<file path="config.mk">
export PLATFORM = sky130hd
export DESIGN_NAME = main_fsm
export DESIGN_NICKNAME = d
export VERILOG_FILES = /design/src/rtl/main_fsm.sv
export SDC_FILE = /design/constraint.sdc
export NUM_CORES = 1
export LEC_CHECK = 0
export BUFFER_PORTS_ARGS = -buffer_cell sky130_fd_sc_hd__buf_2
export CAP_MARGIN = 20
export CORE_MARGIN = 2
export CORE_UTILIZATION = 43
export DETAILED_ROUTE_END_ITERATION = 6
export MAX_ROUTING_LAYER = met4
export PLACE_DENSITY = 0.8
export SETUP_SLACK_MARGIN = 0.15
export SLEW_MARGIN = 20
export SYNTH_ARGS = -nofsm -noshare
export SYNTH_HDL_FRONTEND = slang
export SYNTH_SLANG_ARGS = --single-unit
</file>
<file path="constraint.sdc">
create_clock -name clk -period 1.5 [get_ports clk]
set_input_delay 0.15 -clock clk [delete_from_list [all_inputs] [get_ports clk]]
set_output_delay 0.15 -clock clk [all_outputs]
set_load 0.02 [all_outputs]
</file>
<file path="src/rtl/main_fsm.sv">
// main_fsm: multicycle main control FSM for the RISC-V core.
// Sequences the shared datapath (PC, IR, register file, single ALU, unified
// memory) through fetch/decode/execute/memory/writeback and stalls on the
// memory-ready handshake.
//
// Ports:
//   clk, rst_n            clock (rising edge), async active-low reset
//   op, funct3            instruction fields from the instruction register
//   Zero                  ALU zero flag (branch compare)
//   mem_ready             memory finished the current access this cycle
//   IRWrite, PCWrite      IR / PC load enables (combinationally gated)
//   RegWrite, MemWrite    register file / memory write enables
//   AdrSrc                memory address select (0 PC, 1 ALUOut)
//   ALUSrcA, ALUSrcB      ALU operand selects
//   ResultSrc, ImmSrc     result mux select, immediate format
//   ALUD, F               ALU decoder control (ALUD=0 forces ADD)
//   illegal               one-cycle pulse on an unsupported opcode
//   instr_done            high in the last cycle of every instruction
//   state                 current state encoding (debug)
module main_fsm #(
  parameter int STW = 4
) (
  input  logic           clk,
  input  logic           rst_n,
  input  logic [6:0]     op,
  input  logic [2:0]     funct3,
  input  logic           Zero,
  input  logic           mem_ready,
  output logic           IRWrite,
  output logic           PCWrite,
  output logic           RegWrite,
  output logic           MemWrite,
  output logic           AdrSrc,
  output logic [1:0]     ALUSrcA,
  output logic [1:0]     ALUSrcB,
  output logic [1:0]     ResultSrc,
  output logic [1:0]     ImmSrc,
  output logic           ALUD,
  output logic [2:0]     F,
  output logic           illegal,
  output logic           instr_done,
  output logic [STW-1:0] state
);

  typedef enum logic [3:0] {
    FETCH    = 4'd0,
    DECODE   = 4'd1,
    MEMADR   = 4'd2,
    MEMREAD  = 4'd3,
    MEMWB    = 4'd4,
    MEMWRITE = 4'd5,
    EXECR    = 4'd6,
    EXECI    = 4'd7,
    ALUWB    = 4'd8,
    BEQ      = 4'd9,
    JAL      = 4'd10
  } state_t;

  localparam logic [6:0] OP_LW  = 7'b0000011;
  localparam logic [6:0] OP_SW  = 7'b0100011;
  localparam logic [6:0] OP_R   = 7'b0110011;
  localparam logic [6:0] OP_I   = 7'b0010011;
  localparam logic [6:0] OP_BEQ = 7'b1100011;
  localparam logic [6:0] OP_JAL = 7'b1101111;

  // State-decoded (Moore) outputs, held in registers.
  typedef struct packed {
    logic       adr_src;
    logic [1:0] alu_src_a;
    logic [1:0] alu_src_b;
    logic [1:0] result_src;
    logic [1:0] imm_src;
    logic       alud;
    logic [2:0] f;
    logic       reg_write;
    logic       mem_write;
  } moore_t;

  state_t state_q, state_d;
  moore_t mo_q;

  // op/funct3 come from the IR, which is stable from the end of FETCH until
  // the next FETCH completes, so sampling them at the transition edge is safe.
  function automatic moore_t moore_dec(state_t s, logic [6:0] opc, logic [2:0] f3);
    moore_t m;
    m = '0;
    case (s)
      FETCH:    begin m.alu_src_b = 2'b10; m.result_src = 2'b10; end
      DECODE:   begin m.alu_src_a = 2'b01; m.alu_src_b = 2'b01; m.imm_src = 2'b10; end
      MEMADR:   begin
                  m.alu_src_a = 2'b10; m.alu_src_b = 2'b01;
                  m.imm_src   = (opc == OP_SW) ? 2'b01 : 2'b00;
                end
      MEMREAD:  m.adr_src = 1'b1;
      MEMWB:    begin m.result_src = 2'b01; m.reg_write = 1'b1; end
      MEMWRITE: begin m.adr_src = 1'b1; m.mem_write = 1'b1; end
      EXECR:    begin m.alu_src_a = 2'b10; m.alud = 1'b1; m.f = f3; end
      EXECI:    begin
                  m.alu_src_a = 2'b10; m.alu_src_b = 2'b01;
                  m.alud = 1'b1; m.f = f3;
                end
      ALUWB:    m.reg_write = 1'b1;
      BEQ:      begin m.alu_src_a = 2'b10; m.alud = 1'b1; m.f = 3'b100; end
      JAL:      begin m.alu_src_a = 2'b01; m.alu_src_b = 2'b10; end
      default:  m = '0;
    endcase
    return m;
  endfunction

  function automatic logic op_legal(logic [6:0] opc);
    return (opc == OP_LW) || (opc == OP_SW) || (opc == OP_R) ||
           (opc == OP_I)  || (opc == OP_BEQ) || (opc == OP_JAL);
  endfunction

  always_comb begin
    state_d = state_q;
    case (state_q)
      FETCH:    if (mem_ready) state_d = DECODE;
      DECODE:   begin
                  case (op)
                    OP_LW, OP_SW: state_d = MEMADR;
                    OP_R:         state_d = EXECR;
                    OP_I:         state_d = EXECI;
                    OP_BEQ:       state_d = BEQ;
                    OP_JAL:       state_d = JAL;
                    default:      state_d = FETCH;
                  endcase
                end
      MEMADR:   state_d = (op == OP_SW) ? MEMWRITE : MEMREAD;
      MEMREAD:  if (mem_ready) state_d = MEMWB;
      MEMWB:    state_d = FETCH;
      MEMWRITE: if (mem_ready) state_d = FETCH;
      EXECR:    state_d = ALUWB;
      EXECI:    state_d = ALUWB;
      ALUWB:    state_d = FETCH;
      BEQ:      state_d = FETCH;
      JAL:      state_d = ALUWB;
      default:  state_d = FETCH;
    endcase
  end

  // Output registers are loaded with the decode of the next state, so they
  // line up with state_q and need no extra cycle.
  always_ff @(posedge clk or negedge rst_n) begin
    if (!rst_n) begin
      state_q <= FETCH;
      mo_q    <= moore_dec(FETCH, 7'd0, 3'd0);
    end else begin
      state_q <= state_d;
      mo_q    <= moore_dec(state_d, op, funct3);
    end
  end

  // Handshake/flag-dependent enables; rst_n gating keeps them quiet while the
  // FSM is parked in FETCH under reset.
  assign IRWrite    = rst_n && (state_q == FETCH) && mem_ready;
  assign PCWrite    = rst_n && (((state_q == FETCH) && mem_ready) ||
                                ((state_q == BEQ) && Zero) ||
                                (state_q == JAL));
  assign illegal    = rst_n && (state_q == DECODE) && !op_legal(op);
  assign instr_done = rst_n && ((state_q == MEMWB) || (state_q == ALUWB) ||
                                (state_q == BEQ) ||
                                ((state_q == MEMWRITE) && mem_ready) ||
                                ((state_q == DECODE) && !op_legal(op)));

  assign RegWrite  = mo_q.reg_write;
  assign MemWrite  = mo_q.mem_write;
  assign AdrSrc    = mo_q.adr_src;
  assign ALUSrcA   = mo_q.alu_src_a;
  assign ALUSrcB   = mo_q.alu_src_b;
  assign ResultSrc = mo_q.result_src;
  assign ImmSrc    = mo_q.imm_src;
  assign ALUD      = mo_q.alud;
  assign F         = mo_q.f;
  assign state     = STW'(state_q);

endmodule

</file>
Yosys cells after proc, flatten, opt, wreduce, memory -nomap -nowiden:

Cells that the tools add are included.

* word-level logic and storage cells: 84
* register bits: 19
* output and inout bits: 23

* reduce and logical (&&, ||, !) cells: 33
* mux-type cells: 15
* equality and inequality tests: 26

Operator list (number)
* 4-bit by 3-bit == test with 1-bit output, second input constant: 8
* 4-bit == test, second input constant: 6
* 4-bit one-hot mux with 6 select lines: 1
* 4-bit one-hot mux with 5 select lines: 1
* 4-bit by 2-bit == test with 1-bit output, second input constant: 4
* 2-bit one-hot mux with 2 select lines: 4
* 7-bit by 6-bit == test with 1-bit output, second input constant: 2
* 7-bit == test, second input constant: 2
* 4-bit 2-to-1 mux: 3
* 2-bit OR reduction: 6
* 1-bit logical OR: 11
* 1-bit logical AND: 10
* 4-bit by 1-bit == test with 1-bit output, second input constant: 2
* 4-bit zero test: 2
* 4-bit one-hot mux with 2 select lines: 1
* 7-bit by 2-bit == test with 1-bit output, second input constant: 1
* 7-bit by 5-bit == test with 1-bit output, second input constant: 1
* 3-bit OR reduction: 2
* 1-bit 2-to-1 mux: 4
* 4-bit OR reduction: 1
* 3-bit 2-to-1 mux: 1
* 1-bit zero test: 1

Depth between registers and ports, before layout:

Gate-level depths: netlist of run 1.

* word-level depth: 10
* gate-level depth with buffers: 6

Worst setup path before layout of run 1:

OpenSTA, ideal clock, no wires.

* path type: register to output
* start point: register state_q[3], in the netlist state[3]
* end point: output PCWrite
* required time: 1.350 ns
* stages on the path, launching flop included: 4
* path slack: -0.382 ns
* arrival: 1.732 ns
* cell sequence: dfrtp_1 > clkbuf_1 > a311oi_1 > nor4b_1

* cells in the longest elaborated chain, start to end: 5
* elaborated cells on any way between the ends: 8
* classes of those cells: eq/ne: 2; reduce/logical: 6

RTL lines
* from (decl): RTL line 79 `state_t state_q, state_d;`
* from (signal assigned): RTL line 149 `state_q <= state_d;`
* 4-bit == test / 4-bit zero test (equally long branches): RTL line 158, 157
* 1-bit logical AND (on tied branches): RTL line 158, 157
* 1-bit logical OR: RTL line 157 `assign PCWrite = rst_n && (((state_q == FETCH) && mem_ready) ||`
* 1-bit logical OR (*): RTL line 158 `((state_q == BEQ) && Zero) ||`
* 1-bit logical AND (*): RTL line 157
* to (decl): RTL line 30 `output logic PCWrite,`

Mark *: on every way between the ends. The rest lies on a longest branch, timed or not.

Worst setup path after layout of run 1:

* start point: register state_q[2], in the netlist state[2]
* end point: register mo_q (netlist bit ALUSrcB[0])

* cells in the longest elaborated chain, start to end: 6
* elaborated cells on any way between the ends: 21
* classes of those cells: eq/ne: 11; mux: 5; reduce/logical: 5

RTL lines
* 4-bit == test / 4-bit by 3-bit == test with 1-bit output (equally long branches): RTL line 117 `case (state_q)`
* 3-bit OR reduction (no source line)
* 4-bit one-hot mux with 6 select lines (*): RTL line 117
* net state_d[0]: RTL line 79
* 4-bit by 3-bit == test with 1-bit output (tied with other cells): RTL line 87 `case (s)`
* 3-bit OR reduction (no source line) / 2-bit OR reduction (equally long branches)
* 2-bit one-hot mux with 2 select lines (*): RTL line 87
* to (signal assigned): RTL line 147 `mo_q <= moore_dec(FETCH, 7'd0, 3'd0);`
* to (signal assigned): RTL line 150 `mo_q <= moore_dec(state_d, op, funct3);`
* to (decl): RTL line 80 `moore_t mo_q;`

The timed path passes the listed nets; every way through them passes the cells marked *.

==> metrics.cfg, run 1 <==
[timing]
finalSetupViolCount=19
final.setup.worst_slack_ps=-447.1
clock_skew_ps=7.876
fmax_ghz=0.5136
timing.final.crit_share_pct=129.8
rsz0062_at_grt=yes
worst-slew-pin-transition_ps=361.4
setup_tns_ps=-5406
final_max_slew_viol_count=0
finalHoldViolCount=0
period_needed_ps=1947
relSlewSlack_pct=75.69

[logic_synthesis]
synth_area_per_cell_sq_um=10.39
yosys_warnings=0
synthSimpleGateAreaFrac_pct=32.37
synth_fa_ha_area_share_pct=0
synth_xor_area_share_pct=0
syn_area_sq_um=997.2
synth_compound_area_share_pct=15.56
synthCells=96
yosysUniqueCellTypes=41
muxShareOfSynthArea_pct=0
seq_area_frac_synth_pct=47.93
synth_fp_nets=110
synth_top_family_by_area=simple AND/OR/NAND/NOR gates
synth-seq-cells=19

[critical_path]
required_ps=1710
worstPathArrival_ps=2150
crit_path_end_kind=register
worstSetupPathType=reg2reg
cp-start-kind=register
worstPathMaxFanout=3

[die]
core.rowCount=17
die_h_um=52.16
core_region_area_sq_mm=0.002212
die_w_um=52.16
dieArea_sq_mm=0.002720
io_pins=37
start_util_pct=45.08

[placed_design]
placed_area_sq_mm=0.001456
place_congestion=0.8307
io_buffers=36
hpwl_mm=2.014

[power]
p_sw_share_pct=38.57
p_per_area_mw_per_mm2=1281
leakage_uw=0.0009737
power_switching_uw=945.1
internal-power_uw=1505
comb_power_share_pct=61.5
p_seq_share_pct=27.7
clkPwrFrac_pct=10.9
ir_drop_mv=1.281

[grt]
grt_first_pass_wirelength_mm=5.375
grt-ovfl-total=0
grt_max_degree=20
antenna_found_initial=0
grt_pass1_vias=1166
grt_usage_pct=28.04

[clock_tree]
cts.reportedPaths.clkPinSlew_ps=110
clk_latency_ps=310
cts_tree=done
root_buffer=clkbuf_4
numCtsBuffers=3
cts_max_level=1
clk_path_buf_depth=2
clkSinkCount=19

[final_layout]
area_growth_pct=91.84
num-nets-final=200
antenna_cells=0
final_util_pct=86.48
drive_gt1_share_pct=72.97
finish.instance_area_sq_mm=0.001913

[min_path]
worstHoldPathType=in2reg

[detailed_routing]
drt_iter0_markers=66
drtAntennaViolNets=0
wl_mm=4.300
dr.pass1.iters=4
post-route-drc-count=0
vias_per_cell=5.789
wire_per_inst_um=20.19
vias=1233

[run_status]
outcome=finished with violations
failed_checks=negative setup slack

[run]
cap_violations=0

## worst max-delay path, stage by stage, from the launching register on
cell and delay, ps:
dfrtp_2 460, buf_6 130, or4_4 560, buf_4 170
o211ai_4 90, nand4bb_1 250, buf_4 140, nand2_1 50
## flip-flops by register name, indices dropped and copies added (netlist names)
register and flops:
ALUD 1, ALUSrcA 2, ALUSrcB 2, AdrSrc 1, F 3, ImmSrc 2
MemWrite 1, RegWrite 1, ResultSrc 2, state 4
## power by group through the flow
stage / Clock (uW) / Sequential (uW) / Combinational, uW
finish: 266 / 678 / 1510
detailed placement: 0 / 691 / 899
global route: 285 / 686 / 1560
floorplan: 0 / 801 / 442
CTS: 251 / 669 / 1150
global placement: 0 / 686 / 877
## placed cells by master (no fill, tap or decap), types with 2 or more instances in the layout
master and count:
a21oi_2 4, nand3_1 2, a21oi_1 3, inv_2 4
clkbuf_4 3, a31oi_1 2, and2_4 3, buf_4 26
nand2_1 9, buf_2 32, nand2_4 2, buf_6 28
nor2_2 2, nor2b_4 2, dfrtp_2 4, and2_1 2
nor2_1 5, or4_4 2, dfrtp_1 13, dfstp_2 2
## area by class of cell
class                           instances  area, sq um
Clock buffer                            4        26.28
Fill cell                              99        299.0
Inverter                                4        15.01
Multi-Input combinational cell         70        653.1
Sequential cell                        19        483.0
Tap cell                               28        35.03
Timing Repair Buffer                   88        700.7
## cell usage after synthesis
cell type / n / area, sq um
dfrtp_1: 17 / 425.4
or3b_1: 1 / 8.760
inv_1: 4 / 15.01
nand3b_1: 1 / 7.510
nor2_1: 7 / 26.28
o32ai_2: 1 / 16.27
o22a_1: 1 / 8.760
nand4bb_1: 1 / 11.26
a31oi_1: 2 / 12.51
a22oi_1: 1 / 7.510
nand2b_2: 1 / 8.760
and2_2: 1 / 7.510
nand2_1: 11 / 41.29
nor2b_1: 3 / 18.77
nor4_4: 1 / 21.27
o21a_1: 2 / 15.01
and3_1: 1 / 6.260
o21ai_0: 1 / 5.000
nor3b_1: 1 / 7.510
nand3_1: 2 / 10.01
a311oi_1: 1 / 8.760
or3_4: 1 / 11.26
nor3_2: 1 / 10.01
nor4b_2: 1 / 15.01
and2_1: 5 / 31.28
nand2b_1: 2 / 12.51
nor4b_1: 1 / 8.760
o2111ai_1: 2 / 17.52
a21oi_1: 6 / 30.03
clkbuf_1: 1 / 3.750
a21oi_2: 1 / 8.760
and4bb_1: 1 / 12.51
nor4_1: 2 / 12.51
o211ai_2: 1 / 12.51
or4_1: 2 / 15.01
nor4bb_1: 1 / 10.01
dfstp_2: 2 / 52.55
o21ai_1: 1 / 5.000
and3b_1: 1 / 8.760
buf_6: 2 / 22.52
a21boi_0: 1 / 7.510
## stage by stage
stage	hold slack, ps	cells	power, uW	setup slack [ps]
after CTS	54.20	205	2074	-346.8
after global routing	56.23	213	2535	-521.7
after global placement	200.7	182	1562	-203.7
after floorplan	-145.6	96	1243	-166.8
final	55.20	213	2450	-447.1
after detailed placement	203.6	182	1590	-254.9
## cells by family (layout without fill, tap and decap cells)
logic type	Yosys count	count (layout)
AND/OR/NAND/NOR	49	49
AO/OA/AOI/OAI	21	21
flip-flops	19	19
buffers and inverters	7	96
## timing repair
| item | 4_1_cts | 5_1_grt |
|---|---|---|
| hold endpoints to repair | 17 | 0 |
| gates resized for setup | 21 | 38 |
| hold buffers | 1 | 0 |
| buffers inserted | 18 | 8 |
| setup endpoints to repair | 22 | 23 |
| pin swaps | 13 | 10 |
## final timing paths
check	startpoint	to	slack, ps	cells after the start
hold reg to reg	state[3]	MemWrite	590	2
min in group asynchronous	rst_n	ALUSrcA[1]	470	3
setup / recovery	state[2]	ALUSrcB[0]	-450	7
max in group asynchronous	rst_n	ResultSrc[1]	770	3
hold / removal	funct3[1]	F[1]	60	2
setup reg to reg	state[2]	ALUSrcB[0]	-450	7
## layer usage
metal,up-vias,global-route usage [%],routed length (um)
met2,74,47.89,2233
met5,-,-,0
met1,606,31.92,1618
li1,532,-,-
met4,0,11.97,199
met3,21,5.747,249
No activity file was read; power rests on OpenSTA's default activity.
==> run 2: changes to the inputs <==
--- a/config.mk
+++ b/config.mk
@@ -10,6 +10,6 @@
 export CORE_MARGIN = 2
-export CORE_UTILIZATION = 43
+export CORE_UTILIZATION = 40
 export DETAILED_ROUTE_END_ITERATION = 6
 export MAX_ROUTING_LAYER = met4
-export PLACE_DENSITY = 0.8
+export PLACE_DENSITY = 0.76
 export SETUP_SLACK_MARGIN = 0.15
@@ -19 +19,2 @@
 export SYNTH_SLANG_ARGS = --single-unit
+export TNS_END_PERCENT = 5
--- a/constraint.sdc
+++ b/constraint.sdc
@@ -3,2 +3,2 @@
 set_output_delay 0.15 -clock clk [all_outputs]
-set_load 0.02 [all_outputs]
+set_load 0.01 [all_outputs]
==> metrics.cfg, run 2 (synthesis results as in run 1) <==
[die]
core.rowCount=18  ; +1
die_w_um=53.93  ; +3.4%
die_h_um=53.93  ; +3.4%
core_region_area_sq_mm=0.002410  ; +8.9%
dieArea_sq_mm=0.002908  ; +6.9%
io_pins=37  ; unchanged
start_util_pct=41.38  ; -3.7 points

[timing]
final.setup.worst_slack_ps=-342.2  ; +104.9 ps
timing.final.crit_share_pct=122.8  ; -7.0 points
rsz0062_at_grt=yes
final_max_slew_viol_count=0  ; unchanged
relSlewSlack_pct=76.17  ; +0.48 points
fmax_ghz=0.5428  ; +5.7%
worst-slew-pin-transition_ps=355.9  ; -5.492 ps
fin_hold_ws_ps=56.31  ; +1.103 ps
finalHoldViolCount=0  ; unchanged
finalSetupViolCount=15  ; -4
clock_skew_ps=4.871  ; -3.005 ps
period_needed_ps=1842  ; -104.9 ps
setup_tns_ps=-2948  ; +2458 ps

[detailed_routing]
vias=1076  ; -13%
wl_mm=2.935  ; -32%
vias_per_cell=5.300  ; -8.4%
wire_per_inst_um=14.46  ; -28%
dr.pass1.iters=4  ; unchanged
drt_iter0_markers=26  ; -61%
drtAntennaViolNets=0  ; unchanged
post-route-drc-count=0  ; unchanged

[final_layout]
mostFrequentLayoutCells=buf_2 (35), buf_4 (33), dfrtp_1 (13)
drive_gt1_share_pct=63.58  ; -9.4 points
antenna_cells=0  ; unchanged
area_growth_pct=66.50
final_common_cell=buf_2
largest_reg_flops=4  ; unchanged
final_cells=203  ; -4.7%
num-nets-final=188  ; -6.0%

[clock_tree]
root_buffer=clkbuf_4
cts_tree=done
clk_path_buf_depth=2  ; unchanged
cts.reportedPaths.clkPinSlew_ps=110  ; about the same
clk_latency_ps=300  ; about the same
cts_max_level=1  ; unchanged
clkSinkCount=19  ; unchanged
numCtsBuffers=3  ; unchanged

[grt]
grt-ovfl-total=0  ; unchanged
grt_max_degree=20  ; unchanged
grt_pass1_vias=1038  ; -11%
grt_first_pass_wirelength_mm=4.767  ; -11%
grt_usage_pct=23.88  ; -4.2 points
antenna_found_initial=0  ; unchanged

[placed_design]
place_congestion=0.8729  ; +5.1%
hpwl_mm=2.008  ; -0.31%
io_buffers=36  ; unchanged
placed_cells=186  ; +2.2%

[critical_path]
worstPathArrival_ps=1690  ; -460 ps
required_ps=1350  ; -360 ps
crit_path_end_kind=primary output
cp-start-kind=register
worstSetupPathType=reg2out
worstPathMaxFanout=3  ; unchanged

[min_path]
worstHoldPathType=in2reg

[power]
ir_drop_mv=1.026  ; -20%
leakage_uw=0.0008538  ; -12%
p_per_area_mw_per_mm2=1196  ; -6.7%

[run_status]
failed_checks=negative setup slack
outcome=finished with violations

[run]
cap_violations=0  ; unchanged

==> run 2: path summary, 6_finish.rpt <==
check | start | end | slack, ps | cells past startpoint
max in group asynchronous | rst_n | ResultSrc[1] | 800 | 3
hold / removal | funct3[2] | F[2] | 60 | 3
setup reg to reg | state[0] | ALUSrcB[1] | -260 | 6
hold reg to reg | state[1] | ALUSrcA[0] | 720 | 2
min in group asynchronous | rst_n | RegWrite | 440 | 3
setup / recovery | state[0] | IRWrite | -340 | 5
==> run 2: timing repair <==
item / CTS / global route
buffers inserted: 12 / 0
hold buffers: 1 / 0
endpoints found under the setup margin: 20 / 22
hold endpoints to repair: 17 / 0
gates cloned: 0 / 0
pin swaps: 12 / 7
gates resized for setup: 17 / 9
==> run 2: worst max-delay path, stage by stage, from the launching register on <==
cell and delay, ps:
dfrtp_2 420, nand2b_4 140, or4_4 520, inv_2 80, and2_4 140, buf_6 90
==> run 2: metal layers <==
| layer | track usage (%) | wire length, um |
|---|---|---|
| met5 | - | 0 |
| met4 | 7.692 | 58 |
| met3 | 5.833 | 166 |
| met2 | 39.43 | 1500 |
| met1 | 28.52 | 1210 |
==> run 2: through the flow <==
stage | utilization (%) | power [uW] | setup slack [ps] | cell area [sq um]
6_report | 68.90 | 1985 | -342.2 | 1660
5_1_grt | 68.90 | 2104 | -399.8 | 1660
4_1_cts | 67.71 | 1933 | -339.0 | 1632
3_5_place_dp | 60.07 | 1512 | -239.4 | 1448
3_3_place_gp | 60.07 | 1496 | -216.9 | 1448
2_1_floorplan | - | 1118 | -129.0 | 1042
==> run 2: area by class of cell <==
type / instances / area, sq um
clock buffers: 3 / 22.52
well taps: 30 / 37.54
fillers: 187 / 749.5
inverters: 4 / 15.01
repair buffers: 76 / 520.5
clock inverters: 1 / 7.507
flip-flops and latches: 19 / 483.0
multi-input cells: 70 / 574.3
==> run 2: report_power, final <==
part | total, uW | internal (uW) | switching (uW)
clock | 266 | 102 | 165
sequential | 672 | 624 | 48.0
combinational | 1050 | 570 | 476
==> run 3: changes to the inputs <==
Settings changed: CORE_MARGIN 2 to 1.5, PLACE_DENSITY 0.76 to 0.73.
Clock period 1.5 ns to 1.8 ns, I/O delays scaled along.
==> metrics.cfg, run 3 (synthesis results as in run 1) <==
[placed_design]
placed_area_sq_mm=0.001281  ; -11%
hpwl_mm=1.762  ; -12%
place_congestion=0.8683  ; -0.53%
io_buffers=36  ; unchanged
placed_cells=168  ; -9.7%
post-place-ws_ps=-17.00  ; +222.4 ps

[timing]
period_needed_ps=1866
finalSetupViolCount=2  ; -13
timing.final.crit_share_pct=103.7
finalHoldViolCount=0  ; unchanged
final.setup.worst_slack_ps=-65.92  ; +276.2 ps
fmax_ghz=0.5359
relSlewSlack_pct=75.70  ; -0.48 points
rsz0062_at_grt=yes
worst-slew-pin-transition_ps=361.3  ; +5.410 ps
final_max_slew_viol_count=0  ; unchanged
clock_skew_ps=1.710  ; -3.161 ps

[detailed_routing]
post-route-drc-count=0  ; unchanged
vias_per_cell=5.120  ; -3.4%
drt_iter0_markers=24  ; -7.7%
dr.pass1.iters=4  ; unchanged
wire_per_inst_um=13.63  ; -5.7%
vias=937  ; -13%
wl_mm=2.495  ; -15%
drtAntennaViolNets=0  ; unchanged

[clock_tree]
numCtsBuffers=3  ; unchanged
cts_tree=done
root_buffer=clkbuf_4
clk_path_buf_depth=2  ; unchanged
clk_latency_ps=300  ; about the same
cts.reportedPaths.clkPinSlew_ps=100  ; about the same
clkSinkCount=19  ; unchanged
cts_max_level=1  ; unchanged

[run_status]
outcome=finished with violations
failed_checks=negative setup slack

[die]
die_h_um=52.93  ; -1.9%
core_region_area_sq_mm=0.002276  ; -5.6%
die_w_um=52.93  ; -1.9%
dieArea_sq_mm=0.002802  ; -3.7%
io_pins=37  ; unchanged
core.rowCount=17  ; -1
start_util_pct=43.82  ; +2.4 points

[final_layout]
final_common_cell=buf_2
area_growth_pct=45.29
largest_reg_flops=4  ; unchanged
drive_gt1_share_pct=52.26  ; -11 points
final_cells=183  ; -9.9%
finish.instance_area_sq_mm=0.001449  ; -13%
mostFrequentLayoutCells=buf_2 (35), buf_4 (16), dfrtp_1 (13)
num-nets-final=170  ; -9.6%
antenna_cells=0  ; unchanged
final_util_pct=63.66  ; -5.2 points

[critical_path]
worstSetupPathType=reg2out
r2r_cells=6  ; unchanged
required_ps=1620  ; +270 ps
worstPathMaxFanout=2  ; -1
crit_top_cell=buf_6
slowest_stage=or4_4
slowest_delay_ps=540  ; +20 ps
crit_path_end_kind=primary output
path_cells=buf_6, or4_4, inv_2, and2_4, buf_6
cp-start-kind=register
worstPathArrival_ps=1690  ; about the same

[power]
leakage_uw=0.0007585  ; -11%
p_per_area_mw_per_mm2=1040  ; -13%
ir_drop_mv=0.4667  ; -55%

[grt]
grt-ovfl-total=0  ; unchanged
grt_first_pass_wirelength_mm=3.981  ; -16%
grt_usage_pct=20.58  ; -3.3 points
grt_pass1_vias=868  ; -16%
grt_max_degree=20  ; unchanged
antenna_found_initial=0  ; unchanged

[min_path]
worstHoldPathType=in2reg
holdPathStages=3  ; unchanged

[run]
cap_violations=0  ; unchanged

-- run 3: changes by cell type in the layout (fill, tap and decap cells not counted), sizes merged --
cell	change
buf	-18
clkbuf	+1
clkinvlp	-1
-- run 3: final timing paths --
path	from	end	slack (ps)
max	state[2]	IRWrite	-70
min	funct3[2]	F[2]	80
max reg2reg	state[2]	ALUSrcB[1]	10
min reg2reg	state[2]	ResultSrc[0]	650
max in group asynchronous	rst_n	ALUSrcB[1]	1090
min in group asynchronous	rst_n	state[2]	440
-- run 3: per-stage QoR --
step | total power (uW) | TNS [ps] | hold slack [ps]
after floorplan | 907.3 | 0 | -115.6
after global placement | 1133 | 0 | 234.8
after detailed placement | 1145 | -17.00 | 232.9
after CTS | 1482 | -112.2 | 70.00
after global routing | 1609 | -612.0 | 68.93
final | 1507 | -78.06 | 78.06
-- run 3: layout make-up --
| class | count | area, sq um |
|---|---|---|
| clock buffer | 4 | 26.28 |
| sequential | 19 | 483.0 |
| fill | 182 | 827.0 |
| inverter | 4 | 15.01 |
| tap | 28 | 35.03 |
| timing repair buffer | 58 | 372.9 |
| multi-input combinational | 70 | 516.7 |
-- run 3: critical path, delay by kind of cell (launching register included) --
family | cells | cell delay (ps)
and+or+nand+nor | 2 | 670
DFF | 1 | 440
buffers and inverters | 3 | 280
-- run 3: layer usage --
metal | global-route usage, % | routed length [um] | vias up
met2 | 32.71 | 1196 | 22
met5 | - | 0 | -
li1 | - | - | 468
met4 | 10.68 | 68 | 0
met3 | 2.825 | 88 | 6
met1 | 25.64 | 1142 | 441
-- run 3: power breakdown --
part           total, uW  switching (uW)  internal, uW
Clock                216             130          86.3
Combinational        735             341           393
Sequential           556            36.8           520
Total               1510             508           999
-- run 3: repair_timing --
item | 4_1_cts | 5_1_grt
resized for setup | 12 | 4
cloned | 0 | 0
buffers inserted | 8 | 2
endpoints found under the setup margin | 13 | 14
hold endpoints to repair | 17 | 0
pin swaps | 11 | 6
hold buffers | 1 | 0
